<file path="config.mk">
export PLATFORM = sky130hd
export DESIGN_NAME = regfile_write_arbiter
export DESIGN_NICKNAME = d
export VERILOG_FILES = /design/src/rtl/regfile_write_arbiter.sv
export SDC_FILE = /design/constraint.sdc
export NUM_CORES = 1
export LEC_CHECK = 0
export ABC_AREA = 1
export CAP_MARGIN = 20
export CELL_PAD_IN_SITES_DETAIL_PLACEMENT = 1
export CELL_PAD_IN_SITES_GLOBAL_PLACEMENT = 2
export CORE_MARGIN = 3
export CORE_UTILIZATION = 16
export DETAILED_ROUTE_END_ITERATION = 10
export PLACE_DENSITY = 0.95
export SLEW_MARGIN = 20
export SYNTH_ARGS = -nofsm -noshare
export SYNTH_HDL_FRONTEND = slang
export SYNTH_SLANG_ARGS = --single-unit
</file>
<file path="constraint.sdc">
create_clock -name clk -period 2.7 [get_ports clk]
set_input_delay 0.54 -clock clk [delete_from_list [all_inputs] [get_ports clk]]
set_output_delay 0.54 -clock clk [all_outputs]
set_load 0.01 [all_outputs]
</file>
<file path="src/rtl/regfile_write_arbiter.sv">
// Two-requester arbiter for the single RegFile write port, with a one-cycle
// registered write stage that is forwarded onto both read ports.
// Requester 0 (pipeline writeback) has priority; requester 1 (long-latency
// unit) is guaranteed access by a saturating starvation counter.
module regfile_write_arbiter #(
  parameter int unsigned DWIDTH       = 32,
  parameter int unsigned AWIDTH       = 5,
  parameter int unsigned STARVE_LIMIT = 4
) (
  input  logic              clk,
  input  logic              rst,
  input  logic              req0_valid,
  output logic              req0_ready,
  input  logic [AWIDTH-1:0] req0_addr,
  input  logic [DWIDTH-1:0] req0_data,
  input  logic              req1_valid,
  output logic              req1_ready,
  input  logic [AWIDTH-1:0] req1_addr,
  input  logic [DWIDTH-1:0] req1_data,
  output logic              rf_we,
  output logic [AWIDTH-1:0] rf_wa,
  output logic [DWIDTH-1:0] rf_wd,
  input  logic [AWIDTH-1:0] ra1,
  input  logic [AWIDTH-1:0] ra2,
  input  logic [DWIDTH-1:0] rf_rd1,
  input  logic [DWIDTH-1:0] rf_rd2,
  output logic [DWIDTH-1:0] rd1,
  output logic [DWIDTH-1:0] rd2
);

  // Counter only needs to reach STARVE_LIMIT, where it saturates.
  localparam int unsigned CNT_W = (STARVE_LIMIT < 1) ? 1 : $clog2(STARVE_LIMIT + 1);
  localparam logic [CNT_W-1:0] CNT_MAX = CNT_W'(STARVE_LIMIT);

  logic [CNT_W-1:0]  starve_cnt;
  logic [CNT_W-1:0]  starve_cnt_nxt;
  logic              boost;
  logic              xfer0;
  logic              xfer1;
  logic              wr_en_nxt;
  logic [AWIDTH-1:0] sel_addr;
  logic [DWIDTH-1:0] sel_data;

  // Grant logic: req0 wins unless req1 has been starved long enough.
  always_comb begin
    boost      = (starve_cnt >= CNT_MAX);
    req0_ready = ~rst & ~(boost & req1_valid);
    req1_ready = ~rst & (boost | ~req0_valid);
    xfer0      = req0_valid & req0_ready;
    xfer1      = req1_valid & req1_ready;
  end

  // Select the accepted write; writes to register 0 are accepted but dropped.
  always_comb begin
    sel_addr  = req0_addr;
    sel_data  = req0_data;
    if (xfer1) begin
      sel_addr = req1_addr;
      sel_data = req1_data;
    end
    wr_en_nxt = (xfer0 | xfer1) & (sel_addr != '0);
  end

  // Starvation counter: counts consecutive denied cycles of a pending req1.
  always_comb begin
    starve_cnt_nxt = '0;
    if (req1_valid & ~req1_ready) begin
      starve_cnt_nxt = (starve_cnt == CNT_MAX) ? starve_cnt : starve_cnt + CNT_W'(1);
    end
  end

  // Registered write stage toward the RegFile; address/data hold when idle.
  always_ff @(posedge clk) begin
    if (rst) begin
      starve_cnt <= '0;
      rf_we      <= 1'b0;
      rf_wa      <= '0;
      rf_wd      <= '0;
    end else begin
      starve_cnt <= starve_cnt_nxt;
      rf_we      <= wr_en_nxt;
      if (wr_en_nxt) begin
        rf_wa <= sel_addr;
        rf_wd <= sel_data;
      end
    end
  end

  // Forward the in-flight write so readers never see the stale RegFile value.
  always_comb begin
    rd1 = rf_rd1;
    rd2 = rf_rd2;
    if (rf_we && (rf_wa == ra1) && (ra1 != '0)) rd1 = rf_wd;
    if (rf_we && (rf_wa == ra2) && (ra2 != '0)) rd2 = rf_wd;
  end

endmodule

</file>
==> impl_metrics.env <==
export IMPL_ant_nets=0
export IMPL_cap_violations=0
export IMPL_via_count=4988
export IMPL_max_freq_mhz=375
export IMPL_power_switching_uw=718
export IMPL_wl_um=20900
export IMPL_worstPathMaxFanout=7
export IMPL_cts_buffers=5
export IMPL_synth_area_um2=3350
export IMPL_die_height_um=151
export IMPL_report_final_slew_viol_count=0
export IMPL_ir_worst_vdd_v=0.000193
export IMPL_gp_congestion=0.769
export IMPL_dp_slack_ns=-0.536
export IMPL_die_w_um=151
export IMPL_yosysUniqueCellTypes=29
export IMPL_min_from="starve_cnt[0]$_SDFFE_PP0N_"
export IMPL_grt_pass1_vias=5072
export IMPL_p_sw_share_pct=32.4
export IMPL_initialDrtViolationCount=119
export IMPL_h_tree_depth=2
export IMPL_hold_viol_final=0
export IMPL_ioPinCount=256
export IMPL_yosysWarnings=0
export IMPL_comb_power_share_pct=39.9
export IMPL_setup_worst_path_start_class="input pin"
export IMPL_fin_crit_sh_pct=98.8
export IMPL_ys_ff_latch=41
export IMPL_crit_start="ra1[2]"
export IMPL_worstSetupPathType="input pin to output pin"
export IMPL_drt_pass1_iter_count=4
export IMPL_drt_vias_per_instance=4.26
export IMPL_slew_headroom_pct=56.6
export IMPL_min_period_ns=2.67
export IMPL_cts_sinks=41
export IMPL_final_setup_skew_ns=0.00321
export IMPL_wire_per_inst_um=17.9
export IMPL_clk_pin_slew_ns=0.06
export IMPL_setup_viol=0
export IMPL_nets=1053
export IMPL_yosysSeqAreaShare_pct=24.5
export IMPL_avgSynthCellArea_um2=5.34
export IMPL_cp_end_kind="output pin"
export IMPL_seqPwrFrac_pct=32.8
export IMPL_antenna_found_initial=1
export IMPL_final_layout_size_suffix_gt1_share_pct=16.6
export IMPL_r2r_setup_slack_ns=0.69
export IMPL_grt_pass1_wl_um=29200
export IMPL_port_buffers=255
export IMPL_final_common_cell="nand2_1"
export IMPL_fin_ws_ns=0.0330
export IMPL_r2r_end="rf_wd[6]$_SDFFE_PP0P_"
export IMPL_clk_path_buf_depth=2
export IMPL_hpwl_um=13900
export IMPL_syn_num_nets=782
export IMPL_clkLatencyLatePin_ns=0.28
export IMPL_cts_tree="done"
export IMPL_row_count=52
export IMPL_final_cell_mix="nand2_1, clkdlybuf4s50_1, nand3_1, inv_1, nor2_1"
export IMPL_min_path_type="flop to flop"
export IMPL_crit_required_ns=2.16
export IMPL_grt_max_degree=40
export IMPL_syn_inst=628
export IMPL_cts_root_buf="clkbuf_16"
export IMPL_initial_core_util_pct=16.4
export IMPL_syn2layout_area_growth_pct=98.8
export IMPL_p_int_mw=1.49
export IMPL_cp_arrival_ns=2.13
export IMPL_clock_power_share_pct=27.4
export IMPL_p_leak_nw=3.28
export IMPL_drc=0
export IMPL_worstHoldEndpoint="starve_cnt[0]$_SDFFE_PP0N_"
export IMPL_rsz0062_at_grt="yes"
export IMPL_hold_depth=1
export IMPL_grt_total_usage_pct=16.9
export IMPL_run_status="completed"
export IMPL_whs_ns=0.481
export IMPL_max_slew_worst_pin_slew_ns=0.647
export IMPL_ff2ff_path_depth=10
export IMPL_powerDensity_nw_per_um2=332
export IMPL_overflow=0
export IMPL_core_area_um2=20400
export IMPL_reg2reg_from="starve_cnt[2]$_SDFFE_PP0N_"
export IMPL_fp_dieArea_um2=22700
## state kept, by name, summed over array words and instances (netlist names)
signal / cells
rf_wd: 32
rf_wa: 5
starve_cnt: 3
rf_we: 1
## worst max-delay path, cell delays in order
cell and delay (ns):
dlygate4sd2_1 0.30, nand2_1 0.09, o21ai_0 0.14, nor4_4 0.17, buf_6 0.15, buf_6 0.11, nand2_8 0.10, buf_16 0.19
nand2_1 0.06, nand2_1 0.04, clkdlybuf4s15_2 0.21
## layout make-up
type / instances / area, µm²
fill: 2651 / 13800
sequential: 41 / 823
inverter: 87 / 327
clock buffer: 7 / 143
timing repair buffer: 303 / 2930
tap: 270 / 338
antenna: 1 / 2.50
multi-input combinational: 461 / 2100
## worst max path at each step
| stage | end | slack (ns) | cells after the start |
|---|---|---|---|
| 6_report | rd1[17] | 0.03 | 11 |
| 5_1_grt | rd1[23] | -0.05 | 8 |
| 4_1_cts | rd2[9] | -0.05 | 9 |
| 3_5_place_dp | rd1[17] | -0.54 | 8 |
| 3_3_place_gp | rd1[17] | -0.54 | 8 |
| 2_1_floorplan | rd2[0] | 0.49 | 5 |
## kinds of logic after synthesis
kind of cell    after synthesis  synth area share, %
simple gates                406                 50.4
xor+xnor                      4                 1.05
compound gates               48                 7.47
fa+ha+maj                     2                0.747
flops                        41                 24.5
buf+inv                     127                 15.8
## timing repair
| action | 4_1_cts | 5_1_grt |
|---|---|---|
| pin swaps | 7 | 4 |
| buffers inserted | 7 | 1 |
| gates cloned | 7 | 4 |
| gates resized for setup | 283 | 54 |
| hold buffers | 0 | 0 |
| endpoints found under the setup margin | 64 | 93 |
## per-layer routing
layer,global-route usage [%],vias up,share of wire (%),wire length (µm)
li1,-,2493,-,-
met1,21.4,2328,44,9120
met2,30.0,152,50,10400
met3,3.10,15,5.5,1150
met4,3.04,0,1.1,227
met5,0,-,0,0
## power groups by stage
stage	registers, mW	logic, mW	clock network (mW)
floorplan	0.731	0.317	0
global placement	0.736	0.879	0
detailed placement	0.737	0.891	0
CTS	0.725	0.877	0.635
global route	0.733	0.971	0.657
finish	0.725	0.882	0.605
## synth_stat cells
cell	count	area share (%)
clkinv_1	1	0.11
nand4_1	1	0.19
o21ai_1	1	0.15
buf_1	2	0.22
clkbuf_1	22	2.5
nor4_1	1	0.19
a21oi_1	5	0.75
xor2_1	2	0.52
buf_2	9	1.3
nand2_1	218	24
o21ai_0	38	5.7
ha_1	2	0.75
buf_4	3	0.67
nand3b_1	1	0.22
inv_1	84	9.4
nor2_1	74	8.3
buf_6	4	1.3
o22ai_1	2	0.37
a31o_2	1	0.26
nor4_2	1	0.37
nand2_2	3	0.56
nor3_1	1	0.15
xnor2_1	2	0.52
inv_2	2	0.22
o2111ai_1	1	0.26
nand3_1	104	16
dfxtp_1	41	24
nor2_2	1	0.19
nor2_4	1	0.34
## per-stage QoR
stage,power (mW),utilization [%],instance area [µm²],setup TNS (ns),cells
2_1_floorplan,1.05,-,3350,0,628
3_3_place_gp,1.61,31.0,6340,-29.99,1143
3_5_place_dp,1.63,31.0,6340,-31.31,1143
4_1_cts,2.24,32.2,6580,-0.292,1164
5_1_grt,2.36,32.6,6660,-0.118,1170
6_report,2.21,32.6,6660,0,1170
Note: power is estimated with default switching activity, not from simulation.
